[src/rtl/mem_port_arbiter.sv]
// Two-requester arbiter (fetch / load-store) onto a single shared memory port.
// Define ARB_ROUND_ROBIN_EN for round-robin contention; default is fixed priority to requester 1.
module mem_port_arbiter #(
  parameter int ADDR_W     = 17,
  parameter int RD_LATENCY = 2
) (
  input  logic              clk,
  input  logic              rstn,
  input  logic              order0,
  input  logic              order1,
  input  logic              io0,
  input  logic              io1,
  input  logic [ADDR_W-1:0] addr0,
  input  logic [ADDR_W-1:0] addr1,
  input  logic [31:0]       wdata0,
  input  logic [31:0]       wdata1,
  input  logic [3:0]        wstrb0,
  input  logic [3:0]        wstrb1,
  output logic              accepted0,
  output logic              accepted1,
  output logic              accessed0,
  output logic              accessed1,
  output logic [31:0]       rdata0,
  output logic [31:0]       rdata1,
  output logic [ADDR_W-1:0] a_mem,
  output logic [31:0]       sd_mem,
  input  logic [31:0]       ld_mem,
  output logic [3:0]        mem_write_flag,
  output logic              mem_read_flag
);

  typedef enum logic [1:0] {S_IDLE, S_ISSUE, S_WAIT, S_DONE} state_t;

  state_t              r_state;
  logic                r_grant;
  logic [2:0]          r_cnt;
  logic                r_pend0, r_pend1;
  logic                r_io0, r_io1;
  logic [ADDR_W-1:0]   r_addr0, r_addr1;
  logic [31:0]         r_wdata0, r_wdata1;
  logic [3:0]          r_wstrb0, r_wstrb1;

  logic                w_cap0, w_cap1, w_clr0, w_clr1;
  logic                w_arb, w_launch, w_ngrant, w_gio, w_complete;
  logic                w_nio;
  logic [ADDR_W-1:0]   w_naddr;
  logic [31:0]         w_nwdata;
  logic [3:0]          w_nwstrb;

  // The requester being completed in DONE may immediately queue its next order.
  assign w_clr0 = (r_state == S_DONE) && !r_grant;
  assign w_clr1 = (r_state == S_DONE) &&  r_grant;
  assign w_cap0 = order0 && (!r_pend0 || w_clr0);
  assign w_cap1 = order1 && (!r_pend1 || w_clr1);

`ifdef ARB_ROUND_ROBIN_EN
  logic r_ptr;
  assign w_arb = (r_pend0 && r_pend1) ? r_ptr : r_pend1;

  always_ff @(posedge clk or negedge rstn) begin
    if (!rstn) begin
      r_ptr <= 1'b0;
    end else if (r_state == S_IDLE && w_launch) begin
      r_ptr <= ~w_arb;
    end
  end
`else
  assign w_arb = r_pend1;
`endif

  // DONE hands the port straight to the other requester if it is waiting.
  assign w_launch = ((r_state == S_IDLE) && (r_pend0 || r_pend1)) ||
                    ((r_state == S_DONE) && (r_grant ? r_pend0 : r_pend1));
  assign w_ngrant = (r_state == S_DONE) ? ~r_grant : w_arb;
  assign w_nio    = w_ngrant ? r_io1    : r_io0;
  assign w_naddr  = w_ngrant ? r_addr1  : r_addr0;
  assign w_nwdata = w_ngrant ? r_wdata1 : r_wdata0;
  assign w_nwstrb = w_ngrant ? r_wstrb1 : r_wstrb0;
  assign w_gio    = r_grant  ? r_io1    : r_io0;

  assign w_complete = ((r_state == S_ISSUE) && (w_gio || RD_LATENCY == 1)) ||
                      ((r_state == S_WAIT)  && (r_cnt == 3'(RD_LATENCY - 1)));

  always_ff @(posedge clk or negedge rstn) begin
    if (!rstn) begin
      r_pend0 <= 1'b0;
      r_pend1 <= 1'b0;
    end else begin
      if (w_cap0)      r_pend0 <= 1'b1;
      else if (w_clr0) r_pend0 <= 1'b0;
      if (w_cap1)      r_pend1 <= 1'b1;
      else if (w_clr1) r_pend1 <= 1'b0;
    end
  end

  always_ff @(posedge clk) begin
    if (w_cap0) begin
      r_io0    <= io0;
      r_addr0  <= addr0;
      r_wdata0 <= wdata0;
      r_wstrb0 <= wstrb0;
    end
    if (w_cap1) begin
      r_io1    <= io1;
      r_addr1  <= addr1;
      r_wdata1 <= wdata1;
      r_wstrb1 <= wstrb1;
    end
  end

  always_ff @(posedge clk or negedge rstn) begin
    if (!rstn) begin
      r_state        <= S_IDLE;
      r_grant        <= 1'b0;
      r_cnt          <= 3'd0;
      accepted0      <= 1'b0;
      accepted1      <= 1'b0;
      accessed0      <= 1'b0;
      accessed1      <= 1'b0;
      rdata0         <= 32'd0;
      rdata1         <= 32'd0;
      a_mem          <= '0;
      sd_mem         <= 32'd0;
      mem_write_flag <= 4'd0;
      mem_read_flag  <= 1'b0;
    end else begin
      accepted0      <= 1'b0;
      accepted1      <= 1'b0;
      accessed0      <= 1'b0;
      accessed1      <= 1'b0;
      mem_write_flag <= 4'd0;
      mem_read_flag  <= 1'b0;

      if (w_launch) begin
        r_state        <= S_ISSUE;
        r_grant        <= w_ngrant;
        accepted0      <= !w_ngrant;
        accepted1      <=  w_ngrant;
        a_mem          <= w_naddr;
        sd_mem         <= w_nwdata;
        mem_write_flag <= w_nio ? w_nwstrb : 4'd0;
        mem_read_flag  <= !w_nio;
      end else if (w_complete) begin
        r_state   <= S_DONE;
        accessed0 <= !r_grant;
        accessed1 <=  r_grant;
        if (!w_gio) begin
          if (r_grant) rdata1 <= ld_mem;
          else         rdata0 <= ld_mem;
        end
      end else if (r_state == S_ISSUE) begin
        r_state <= S_WAIT;
        r_cnt   <= 3'd1;
      end else if (r_state == S_WAIT) begin
        r_cnt <= r_cnt + 3'd1;
      end else if (r_state == S_DONE) begin
        r_state <= S_IDLE;
      end
    end
  end

endmodule

[config.mk]
export PLATFORM = sky130hd
export DESIGN_NAME = mem_port_arbiter
export DESIGN_NICKNAME = d
export VERILOG_FILES = /design/src/rtl/mem_port_arbiter.sv
export SDC_FILE = /design/constraint.sdc
export NUM_CORES = 1
export LEC_CHECK = 0
export CAP_MARGIN = 20
export CORE_UTILIZATION = 51
export CTS_CLUSTER_SIZE = 28
export DETAILED_ROUTE_END_ITERATION = 12
export PLACE_DENSITY = 0.86
export SETUP_SLACK_MARGIN = 0.02
export SLEW_MARGIN = 5
export SYNTH_ARGS = -nofsm -noshare
export SYNTH_HDL_FRONTEND = slang
export SYNTH_SLANG_ARGS = --single-unit
[constraint.sdc]
create_clock -name clk -period 10.3 [get_ports clk]
set_clock_uncertainty 0.05 [all_clocks]
set_input_delay 2.06 -clock clk [delete_from_list [all_inputs] [get_ports clk]]
set_output_delay 2.06 -clock clk [all_outputs]
set_load 0.05 [all_outputs]
[After elaboration in Yosys (flattened, before gate mapping)]
Index checks and enable logic that the tools add are counted.
Word-level totals
  word-level logic and storage cells: 87
  flip-flop bits (word level): 238
  input bits: 144
  output and inout bits: 122
Operators by class
  add/subtract/negate cells: 1
  bitwise gates (word level): 4
  reduce and logical (&&, ||, !) cells: 27
  equality and inequality tests: 5
  muxes and demuxes: 27
Operator list (number)
  two-way mux 32 bit: 1
  two-way mux 17 bit: 1
  two-way mux 1 bit: 15
  two-way mux 4 bit: 3
  two-way mux 2 bit: 5
  logical AND 1 bit: 8
  AND reduction 4 bit: 2
  two-way mux 3 bit: 2
  nonzero test 2 bit: 3
  zero test 1 bit: 5
  logical OR 1 bit: 5
  equality test 2 bit (second input constant): 2
  != test 4 bit (second input constant): 1
  NOT 1 bit: 4
  nonzero test 4 bit: 1
  adder 3 x 1 -> 3 bit (second input constant): 1
  equality test 3 x 1 -> 1 bit (second input constant): 1
  AND reduction 3 bit: 1
  equality test 2 x 1 -> 1 bit (second input constant): 1
  zero test 2 bit: 1
  AND reduction 2 bit: 1

[Longest topological paths before layout]
  depth after elaboration: 6
  gate-level depth with buffers: 8

[Least setup slack after synthesis]
Ideal clock, no wire load.
  path kind: input to register
  from: input order1
  to: register r_addr1[0], enable pin
  library setup time: 0.549 ns
  required time: 9.701 ns
  cell stages on the path: 1
  arrival time: 6.015 ns
  path slack: 3.686 ns
  buffers on the path: 0
  path through: a21boi_0
On the way
  cells in the longest elaborated chain, start to end: 1
RTL lines
  start: declaration: line 10  | input logic order1,
  logical AND 1 bit: line 54  | assign w_cap1 = order1 && (!r_pend1 || w_clr1);
  end signal: assignment: line 105  | r_addr1 <= addr1;
  end: declaration: line 39  | logic [ADDR_W-1:0] r_addr0, r_addr1;
No other way between the ends.
A chain may end at the register's enable or synchronous reset.

[Final worst setup path]
  from: register sd_mem[29]
  to: output sd_mem[29]
RTL lines
  start: declaration: line 26  | output logic [31:0] sd_mem,
  start signal: assignment: line 140  | sd_mem <= w_nwdata;
No word-level cell between the ends.

==> out/qor.txt <==
====================================================================================
Wire length per cell after detailed routing                                 19.30 um
Hold-fix buffer count after cts                                                    0
Final cell count without fillers                                               1,061
Port buffer count                                                                265
Post-route fraction of the period consumed by the critical path               0.3723
CTS tree                                                                       built
Worst Setup Path Type                                                        reg2out
Commonest register cell after synthesis                                 sky130_fd_sc_hd__dfrtp_1
Arrival time at the worst endpoint                                           1730 ps
Via count                                                                      5,643
Hold path startpoint                                                      sd_mem[22]
Setup TNS                                                                       0 ps
Final weighted congestion in routability-driven placement                     0.8110
Initial core utilization                                                      0.5200
Global routing usage summed across all routing layers                         0.2280
Buffer type at the clock tree root                                      sky130_fd_sc_hd__clkbuf_16
Launch point of the worst reg-to-reg path                                 r_state[0]
Count of flip-flops with a built-in enable after synthesis                       108
RSZ-0062 raised after global routing                                           false
End point of the worst hold path                                          sd_mem[22]
Syn_area_per_cell                                                         16.30 um^2
Largest family of logic cells by synthesized area                       multiplexers
Fill cell total of the finished layout                                         1,055
Area Growth Syn to Fin                                                        40.87%
Top-level port count                                                             266
Bufs on Longest Clock Path                                                         3
Quantity of gates resized following cts                                            0
Largest net degree at the start of global routing                                 71
Worst reg-to-reg setup slack                                                 7260 ps
Remaining Overflow, GRT                                                            0
Max stage delay cell, worst path                                        sky130_fd_sc_hd__clkdlybuf4s50_1
Count of final hold-check violations                                               0
Worst-case vdd ir drop                                                     0.2203 mV
Die height                                                                  134.3 um
H-Tree Depth                                                                       1
Post-route cell area                                                    0.01258 mm^2
Portion of netlist area occupied by mux cells                                 0.1531
CTS clock-pin slew for the worst setup and hold paths                          60 ps
Max incr delay on CP                                                          830 ps
Number of global-route vias before repair                                      5,953
Complex-gate fraction of the synthesized area                                0.03979
Proportion of synthesized flip-flops having asynchronous set or reset         0.5462
Fin crit period                                                              3835 ps
Post-route DRC                                                                     0
Global-route wire length before repair                                     31,560 um
Worst skew pair latency                                                       500 ps
Power density over cell area                                            368.4 mW/mm^2
Static Leak                                                              0.005041 uW
Tightest Pin Transition                                                      1120 ps
Total of flip-flops plus latches after synthesis                                 238
Number of cells on the worst hold path                                             2
Routed Wire Length                                                         20,480 um
Post-layout nets                                                                 968
Row count                                                                         48
Capturing point of the worst reg2reg path                                   a_mem[3]
TritonCTS Sinks                                                                  238
Gate family responsible for the most delay along the worst path         buffers and inverters
Chip width                                                                  134.3 um
Parity-gate share of the synthesized area counting xor and xnor cells      0.0009807
Count of warnings emitted by yosys                                                 0
Buffers inserted during post-CTS setup optimization                                0
Required time of the critical path                                           8190 ps
Final Slew Violations                                                              0
Cell area after placement                                               0.01178 mm^2
Slew Limit Headroom                                                           0.2530
Synth Area in Adders                                                        0.008406
Synth Area in Simple Gates                                                   0.04763
Overall die area                                                        0.01804 mm^2
HPWL after DPL                                                             13,440 um
Max Fanout on Critical Path                                                        2
Worst min path class                                                         reg2reg
Buffering stage count on the worst path with inverters included                    1
Syn_nets                                                                         698
Post-synth cell types                                                             32
Run status                                                              finished, final reports clean
Final Setup Violations                                                             0
Number of antenna violations at the first check in global routing                  0
TritonCTS buffer count                                                            25
Critical path launch point type                                            flip-flop
Worst setup EP type                                                     primary output
Number of antenna repair diodes                                                    0
Post-Syn Area                                                           0.008931 mm^2
CP cell instances                                                       clkdlybuf4s50_1
Post-Synthesis Cells                                                             548
Worst Reg2Reg Path Length in Cells                                                 6
Number of DRC markers after the initial detailed-route iteration                 232
Antenna-violating nets left                                                        0
Number of cells after detailed placement                                       1,016
Via density                                                                    5.319
Share of cells above drive strength 1                                         0.1423
DRT Pass-1 Iters                                                                   4
Area of the core                                                        0.01718 mm^2
Max Clk Rate                                                               260.7 MHz
Maximum capacitance violations                                                     0
Sequential fraction of the synthesis area                                     0.7274
====================================================================================
[routing by layer]
layer / vias up / wire length (um) / track usage
met5: - / 0 / 0
met4: 0 / 713 / 0.09114
met3: 52 / 1791 / 0.05820
met2: 274 / 10000 / 0.3883
met1: 2768 / 7967 / 0.2786
li1: 2549 / - / -
[kinds of logic (layout without fill, tap and decap cells)]
family | Yosys count | in the layout
AOI/OAI and AO/OA | 67 | 67
buffers and inverters | 33 | 321
muxes | 117 | 117
xor gates and xnor gates | 1 | 1
adders and majority gates | 6 | 6
and+or+nand+nor | 86 | 86
DFF | 238 | 238
[worst max-delay path by stage]
| stage | slack (ps) | end | cells after the start | from |
|---|---|---|---|---|
| floorplan | 3690 | r_addr1[0] | 1 | order1 |
| CTS | 6440 | sd_mem[29] | 1 | sd_mem[29] |
| global route | 6410 | sd_mem[30] | 1 | sd_mem[30] |
| global placement | 6550 | r_wdata1[10] | 3 | order1 |
| finish | 6460 | sd_mem[29] | 1 | sd_mem[29] |
| detailed placement | 6500 | r_wdata1[22] | 3 | order1 |
[worst reg2reg max path, stage by stage (launching register included)]
cell	delay, ps
sky130_fd_sc_hd__dfrtp_1	410
sky130_fd_sc_hd__ha_1	310
sky130_fd_sc_hd__and2_1	230
sky130_fd_sc_hd__o21ai_4	120
sky130_fd_sc_hd__buf_4	500
sky130_fd_sc_hd__and2_2	950
sky130_fd_sc_hd__o21ai_0	300
[metrics by stage]
step                      power [uW]  setup slack [ps]  hold WS, ps    util
after floorplan                 3021              3686        441.3       -
after global placement          3704              6547        431.9  0.6857
after detailed placement        3782              6495        440.2  0.6857
after CTS                       4669              6438        452.7  0.7324
after global routing            4831              6407        469.0  0.7324
final                           4634              6465        451.0  0.7324
[registers in the layout (all words and copies together), names as in the netlist, 3 cells and up]
signal and cells:
a_mem 17, rdata1 32, rdata0 32, r_wdata1 32
mem_write_flag 4, r_addr1 17, r_wstrb0 4, r_addr0 17
sd_mem 32, r_wstrb1 4, r_cnt 3, r_wdata0 32
[synthesized netlist by cell type, types with 2 or more instances]
library cell               number  area, um^2
sky130_fd_sc_hd__a21oi_1        7       35.03
sky130_fd_sc_hd__mux2i_1       50       500.5
sky130_fd_sc_hd__mux2_2        37       416.7
sky130_fd_sc_hd__edfxtp_1     108        3243
sky130_fd_sc_hd__buf_6          4       45.04
sky130_fd_sc_hd__nand3_1       58       290.3
sky130_fd_sc_hd__nand2b_1       3       18.77
sky130_fd_sc_hd__o21ai_0       40       200.2
sky130_fd_sc_hd__dfrtp_1      130        3253
sky130_fd_sc_hd__o21ai_1       14       70.07
sky130_fd_sc_hd__clkbuf_2       2       10.01
sky130_fd_sc_hd__ha_1           6       75.07
sky130_fd_sc_hd__mux2_4        30       450.4
sky130_fd_sc_hd__nand2_1        6       22.52
sky130_fd_sc_hd__inv_1          4       15.01
sky130_fd_sc_hd__and2_1         3       18.77
sky130_fd_sc_hd__nor2_1        11       41.29
sky130_fd_sc_hd__buf_4         12       90.09
sky130_fd_sc_hd__clkbuf_1      10       37.54
[cell type report]
type | instances | area, um^2 | share of cell area
sequential | 238 | 6496 | 0.5164
timing repair buffer | 272 | 2706 | 0.2151
multi-input combinational | 277 | 2278 | 0.1811
clock buffer | 33 | 665.6 | 0.05291
tap | 225 | 281.5 | 0.02238
clock inverter | 12 | 137.6 | 0.01094
inverter | 4 | 15.01 | 0.001193
[cells in the final DEF, fill, tap and decap left out, types with 2 or more instances in the layout]
| master | count |
|---|---|
| sky130_fd_sc_hd__edfxtp_1 | 108 |
| sky130_fd_sc_hd__nor2_1 | 10 |
| sky130_fd_sc_hd__mux2_2 | 37 |
| sky130_fd_sc_hd__inv_1 | 4 |
| sky130_fd_sc_hd__clkinv_2 | 4 |
| sky130_fd_sc_hd__a21oi_1 | 7 |
| sky130_fd_sc_hd__dfrtp_1 | 130 |
| sky130_fd_sc_hd__clkbuf_16 | 25 |
| sky130_fd_sc_hd__mux2i_1 | 50 |
| sky130_fd_sc_hd__bufinv_16 | 3 |
| sky130_fd_sc_hd__clkbuf_1 | 7 |
| sky130_fd_sc_hd__nand2_1 | 6 |
| sky130_fd_sc_hd__nand3_1 | 58 |
| sky130_fd_sc_hd__mux2_4 | 30 |
| sky130_fd_sc_hd__buf_4 | 7 |
| sky130_fd_sc_hd__o21ai_0 | 39 |
| sky130_fd_sc_hd__nand2b_1 | 3 |
| sky130_fd_sc_hd__clkinv_1 | 3 |
| sky130_fd_sc_hd__ha_1 | 6 |
| sky130_fd_sc_hd__o21ai_4 | 3 |
| sky130_fd_sc_hd__and2_2 | 2 |
| sky130_fd_sc_hd__clkdlybuf4s50_1 | 264 |
| sky130_fd_sc_hd__o21ai_1 | 13 |
[power by group]
| group | total, uW | leakage (uW) | internal, uW | switching [uW] |
|---|---|---|---|---|
| Sequential | 1520 | 0.00260 | 1350 | 172 |
| Clock | 876 | 0.000391 | 529 | 347 |
| Combinational | 2230 | 0.00205 | 781 | 1450 |
| Total | 4630 | 0.00504 | 2660 | 1970 |
No activity file was read; power rests on OpenSTA's default activity.
